==> src/rtl/hazard_pkg.sv <==
// Shared types and widths for the pipeline hazard sequencer.
package hazard_pkg;

    localparam int unsigned REG_ADDR_W = 5;
    localparam int unsigned CNT_W      = 32;

    typedef enum logic [1:0] {
        RUN,
        PEND,
        WFI
    } hz_state_t;

    // True when the ID instruction really reads the register the EXE load writes.
    // x0 is never a hazard.
    function automatic logic load_use_match(
        input logic                  load,
        input logic [REG_ADDR_W-1:0] rd,
        input logic [REG_ADDR_W-1:0] rs1,
        input logic [REG_ADDR_W-1:0] rs2,
        input logic                  use_rs1,
        input logic                  use_rs2
    );
        return load && (rd != '0) &&
               ((use_rs1 && (rs1 == rd)) || (use_rs2 && (rs2 == rd)));
    endfunction

endpackage

==> src/rtl/event_counter.sv <==
// Free-running wrapping event counter with count enable.
module event_counter
    import hazard_pkg::*;
(
    input  logic             clk,
    input  logic             rst,
    input  logic             en,
    output logic [CNT_W-1:0] count
);

    logic [CNT_W-1:0] count_q;

    // Count one per enabled cycle; wraps naturally at 2^CNT_W.
    always_ff @(posedge clk or posedge rst) begin
        if (rst) begin
            count_q <= '0;
        end else if (en) begin
            count_q <= count_q + 1'b1;
        end
    end

    assign count = count_q;

endmodule

==> src/rtl/pipe_hazard_ctrl.sv <==
// Stall/flush sequencer: merges memory stalls, load-use, redirects and WFI sleep,
// replays redirects raised during a stall, and counts stall/flush cycles.
module pipe_hazard_ctrl
    import hazard_pkg::*;
(
    input  logic                  clk,
    input  logic                  rst,
    input  logic                  Istall,
    input  logic                  Dstall,
    input  logic                  load_EXE,
    input  logic [REG_ADDR_W-1:0] write_addr_EXE,
    input  logic [REG_ADDR_W-1:0] Read_addr_1_ID,
    input  logic [REG_ADDR_W-1:0] Read_addr_2_ID,
    input  logic                  use_rs1_ID,
    input  logic                  use_rs2_ID,
    input  logic                  branch_taken_EXE,
    input  logic                  jalr_EXE,
    input  logic                  wfi_EXE,
    input  logic                  irq_pending,
    output logic                  pc_hold,
    output logic                  ifid_hold,
    output logic                  mem_stall,
    output logic                  wfi_stall,
    output logic                  flush,
    output logic                  flush_jalr,
    output logic                  idexe_bubble,
    output logic [CNT_W-1:0]      stall_cnt,
    output logic [CNT_W-1:0]      flush_cnt
);

    hz_state_t state_q, state_d;
    logic      pb_q, pb_d;
    logic      pj_q, pj_d;
    logic      ms, lu, redir;
    logic      lu_hold;

    assign ms    = Istall | Dstall;
    assign redir = branch_taken_EXE | jalr_EXE;
    assign lu    = load_use_match(load_EXE, write_addr_EXE, Read_addr_1_ID,
                                  Read_addr_2_ID, use_rs1_ID, use_rs2_ID);

    // State and pending-redirect registers.
    always_ff @(posedge clk or posedge rst) begin
        if (rst) begin
            state_q <= RUN;
            pb_q    <= 1'b0;
            pj_q    <= 1'b0;
        end else begin
            state_q <= state_d;
            pb_q    <= pb_d;
            pj_q    <= pj_d;
        end
    end

    // Next-state and control outputs.
    always_comb begin
        state_d      = state_q;
        pb_d         = pb_q;
        pj_d         = pj_q;
        flush        = 1'b0;
        flush_jalr   = 1'b0;
        idexe_bubble = 1'b0;
        wfi_stall    = 1'b0;
        lu_hold      = 1'b0;
        unique case (state_q)
            RUN: begin
                if (!ms) begin
                    flush      = branch_taken_EXE;
                    flush_jalr = jalr_EXE;
                end
                if (lu && !redir) begin
                    lu_hold      = 1'b1;
                    idexe_bubble = 1'b1;
                end
                if (ms && redir) begin
                    pb_d    = branch_taken_EXE;
                    pj_d    = jalr_EXE;
                    state_d = PEND;
                end else if (wfi_EXE && !ms && !redir && !irq_pending) begin
                    state_d = WFI;
                end
            end
            PEND: begin
                if (ms) begin
                    pb_d = pb_q | branch_taken_EXE;
                    pj_d = pj_q | jalr_EXE;
                end else begin
                    // The EXE instruction was held, so a redirect still raised now
                    // is the same one already latched; ORing it costs nothing.
                    flush      = pb_q | branch_taken_EXE;
                    flush_jalr = pj_q | jalr_EXE;
                    pb_d       = 1'b0;
                    pj_d       = 1'b0;
                    state_d    = RUN;
                end
            end
            WFI: begin
                wfi_stall = ~irq_pending;
                if (irq_pending) begin
                    state_d = RUN;
                end
            end
            default: begin
                state_d = RUN;
            end
        endcase
    end

    assign mem_stall = ms;
    assign pc_hold   = ms | lu_hold | wfi_stall;
    assign ifid_hold = pc_hold;

    event_counter u_stall_cnt (
        .clk   (clk),
        .rst   (rst),
        .en    (pc_hold),
        .count (stall_cnt)
    );

    event_counter u_flush_cnt (
        .clk   (clk),
        .rst   (rst),
        .en    (flush | flush_jalr),
        .count (flush_cnt)
    );

endmodule

==> config.mk <==
export PLATFORM = sky130hd
export DESIGN_NAME = pipe_hazard_ctrl
export DESIGN_NICKNAME = d
export VERILOG_FILES = /design/src/rtl/hazard_pkg.sv /design/src/rtl/event_counter.sv /design/src/rtl/pipe_hazard_ctrl.sv
export SDC_FILE = /design/constraint.sdc
export NUM_CORES = 1
export LEC_CHECK = 0
export CAP_MARGIN = 0
export CORE_MARGIN = 2
export CORE_UTILIZATION = 25
export DETAILED_ROUTE_END_ITERATION = 7
export PLACE_DENSITY = 0.5
export RECOVER_POWER = 25
export SYNTH_ARGS = -nofsm -noshare
export SYNTH_HDL_FRONTEND = slang
export SYNTH_SLANG_ARGS = --single-unit
==> constraint.sdc <==
create_clock -name clk -period 2.8 [get_ports clk]
set_input_delay 0.42 -clock clk [delete_from_list [all_inputs] [get_ports clk]]
set_output_delay 0.42 -clock clk [all_outputs]
set_load 0.01 [all_outputs]
==> reports/results.tsv <==
stage	metric	value	unit
global_route	grt_pass1_wl	13300	µm
synthesis	ys.flop_type	dfrtp_1	
routing	drc_errors	0	
synthesis	synth_nets	326	
worst_hold_path	whs_path_depth	1	
sta	setup_slack	0.162	ns
global_route	grtUsageTotal	12.0	%
synthesis	syn_area	3290	µm²
job	drv_cap	0	
synthesis	ys_seq_area_share	51.7	%
worst_hold_path	whs_endpoint	u_flush_cnt.count[31]	
synthesis	synth_warnings	0	
worst_hold_path	min_from	u_flush_cnt.count[31]	
global_route	grt_use_met1	15.4	%
synthesis	syn_avg_cell_area	11.1	µm²
global_route	grt_max_degree	46	
setup_path	worstReg2RegEnd	u_stall_cnt.count[31]	
routing	avgRoutedWirePerCell	13.7	µm
die	die_x	119	µm
synthesis	synthArstFlopShare	100	%
clocking	clk_path_buf_depth	2	
final_layout	fin_area	4770	µm²
synthesis	ys_ff_latch	68	
sta	fin_crit	2.64	ns
setup_path	crit_required	2.38	ns
placement	hpwl	5880	µm
setup_path	rrSetupSlack	0.49	ns
setup_path	crit_path_top_delay_cell	or4_4	
synthesis	ys_types	38	
sta	relSlewSlack	31.7	%
power	ir_drop	0.228	mV
die	row_count	41	
routing	dr.pass1.iters	4	
setup_path	critPathMaxStageDelay	0.54	ns
setup_path	path_class	primary input to output pin	
synthesis	synth_compound_area_share	2.77	%
setup_path	path_buf_inv	4	
clocking	clk_pin_slew_worst_paths	0.05	ns
global_route	grt_pass1_vias	2579	
global_route	grt_util_met3	2.80	%
synthesis	synth_edf_count	0	
clocking	clock_sink_count	68	
sta	skew	0.00252	ns
setup_path	worst-endpoint-arrival	2.22	ns
placement	finalWeightedCongestion	0.707	
sta	rsz0062_at_grt	false	
sta	clock.fmax	379	MHz
routing	viasPerCell	4.38	
placement	pre_cts_ws	-0.252	ns
clocking	cts-root-buf	clkbuf_16	
run_status	status	completed	
power	p_leak	0.00191	µW
clocking	clk_latency	0.33	ns
final_layout	multi_input_area	1520	µm²
die	io_pins	97	
setup_path	crit_family	buffers and inverters	
die	core	12700	µm²
global_route	use_met2	18.4	%
synthesis	synth_fa_ha_area_share	0.760	%
placement	portBuffers	96	
routing	num_vias	2569	
synthesis	synthSimpleGateAreaFrac	22.6	%
setup_path	reg2regPathDepth	5	
synthesis	synth_xor_area_share	19.1	%
clocking	postCtsSetupRepairBufs	0	
clocking	cts_made_buffers	9	
setup_path	startpoint_type	primary input	
power	cellPowerDensity	614	nW/µm²
sta	finalSetupViolCount	0	
sta	finalHoldViolations	0	
synthesis	synth_cells	298	
clocking	postCtsHoldBufs	0	
setup_path	cp_cell_sequence	clkdlybuf4s50_1 > or4_4 > o2111ai_1 > inv_1 > a211oi_4 > inv_2 > clkbuf_2	
final_layout	final_nets	437	
worst_hold_path	hold_class	flop to flop	
synthesis	synth_top_family_by_area	simple AND/OR/NAND/NOR gates	
sta	period_share	94.2	%
global_route	grt_overflow	0	
setup_path	r2r-start	u_stall_cnt.count[8]	
routing	ant_nets	0	
routing	routed_wl	8010	µm
die	dieArea	14100	µm²
synthesis	synthMuxAreaShare	0.684	%
setup_path	cp-end-kind	output pin	
sta	drv_slew	0	
setup_path	critical_path.max_fanout	2	
die	die_h	119	µm
clocking	ctsHtreeMaxLevel	3	
final_layout	final_layout_size_suffix_gt1_share	11.4	%
placement	placed_area	4520	µm²
routing	drtIter0Drc	117	
global_route	top_usage_layer	met2	
final_layout	syn2layout_area_growth	44.9	%
final_layout	regArea	1700	µm²
clocking	cts_tree	done	
die	start_util	25.9	%
global_route	antenna_found_initial	0	
final_layout	fillers	1325	
sta	worst_pin_slew	1.02	ns
final_layout	diodes	0	
==> sequential cells by signal, indices dropped and copies added (netlist names) <==
name and cells:
u_flush_cnt.count 32, u_stall_cnt.count 32, state_q 2, pb_q 1, pj_q 1
==> placed cells by master (no fill, tap or decap), types with 2 or more instances in the layout <==
cell type / instances
clkbuf_16: 9
nor2_1: 14
a21oi_1: 4
nor4b_1: 2
nor4_1: 8
xnor2_1: 38
nor4_2: 2
nor3_1: 15
dfrtp_1: 68
nor4b_2: 3
buf_4: 11
inv_2: 2
clkdlybuf4s50_1: 92
nor3b_1: 4
xor2_1: 34
and3_1: 8
or2_2: 3
inv_1: 5
clkinv_2: 4
nand2b_1: 3
a211oi_4: 2
and4_1: 2
ha_1: 2
clkbuf_2: 2
nand2_1: 33
o21ai_0: 2
nand3_1: 14
nand4_1: 10
==> stage by stage <==
step / total power (µW) / util [%] / setup TNS [ns] / cells / hold WS (ns)
2_1_floorplan: 1560 / - / 0 / 298 / 0.470
3_3_place_gp: 1930 / 35.5 / -1.98 / 570 / 0.462
3_5_place_dp: 1940 / 35.5 / -2.13 / 570 / 0.462
4_1_cts: 3000 / 37.6 / -0.0412 / 586 / 0.461
5_1_grt: 3100 / 37.5 / 0 / 586 / 0.511
6_report: 2930 / 37.5 / 0 / 586 / 0.467
==> final cells by class <==
cell class	instances	area share (%)
Timing Repair Buffer	108	21.8
Clock buffer	11	5.09
Inverter	7	0.551
Clock inverter	5	0.577
Sequential cell	68	35.7
Tap cell	172	4.51
Multi-Input combinational cell	215	31.8
==> metal layers <==
layer / vias to the layer above / part of all wire, %
met1: 1252 / 47
li1: 1253 / -
met2: 55 / 46
met5: - / 0
met3: 9 / 4.9
met4: 0 / 2.1
==> kinds of logic after synthesis <==
group / after synthesis
and+or+nand+nor: 128
xor gates and xnor gates: 72
buffers and inverters: 15
adders and majority gates: 2
AOI/OAI and AO/OA: 11
muxes: 2
DFF: 68
==> worst max-delay path by stage <==
stage	from	to	cells past startpoint	slack, ns
after CTS	write_addr_EXE[1]	ifid_hold	7	-0.02
after detailed placement	write_addr_EXE[1]	ifid_hold	7	-0.25
after floorplan	write_addr_EXE[1]	pc_hold	7	0.39
final	write_addr_EXE[1]	ifid_hold	7	0.16
after global routing	write_addr_EXE[1]	ifid_hold	7	0.08
after global placement	write_addr_EXE[1]	pc_hold	7	-0.24
==> worst register-to-register path, cell delays in order (launching register included) <==
cell and delay, ns:
dfrtp_1 0.44, and4_4 0.29, nand4_4 0.15, or4_1 0.77, nor4_1 0.40, xor2_1 0.18
==> power breakdown <==
part           switching [µW]  internal [µW]
sequential                161           1110
clock                     412            616
combinational             262            372
total                     835           2100
==> repair_timing <==
action                     4_1_cts  5_1_grt
setup endpoints to repair        2        3
pin swaps                        1        1
gates resized for setup          2        7
==> cells in the mapped netlist (2+ instances only) <==
library cell | instances | share of area (%)
buf_4 | 3 | 0.68
and3_1 | 8 | 1.5
nor4_1 | 8 | 1.5
nor2_1 | 14 | 1.6
or2_2 | 3 | 0.57
nor4b_1 | 2 | 0.53
o21ai_0 | 2 | 0.30
buf_2 | 2 | 0.30
dfrtp_1 | 68 | 52
clkbuf_1 | 2 | 0.23
nand2b_1 | 3 | 0.57
and4_1 | 2 | 0.53
nor3_1 | 15 | 2.3
nand3_1 | 14 | 2.1
or4_1 | 2 | 0.46
a211oi_4 | 2 | 1.2
nor4b_2 | 3 | 1.4
nand4_1 | 10 | 1.9
ha_1 | 2 | 0.76
nor3b_1 | 4 | 0.91
nand2_1 | 33 | 3.8
inv_1 | 6 | 0.68
a21oi_1 | 4 | 0.61
nor4_2 | 2 | 0.76
xor2_1 | 34 | 9.0
xnor2_1 | 38 | 10
Power figures use the tool's default switching activity.
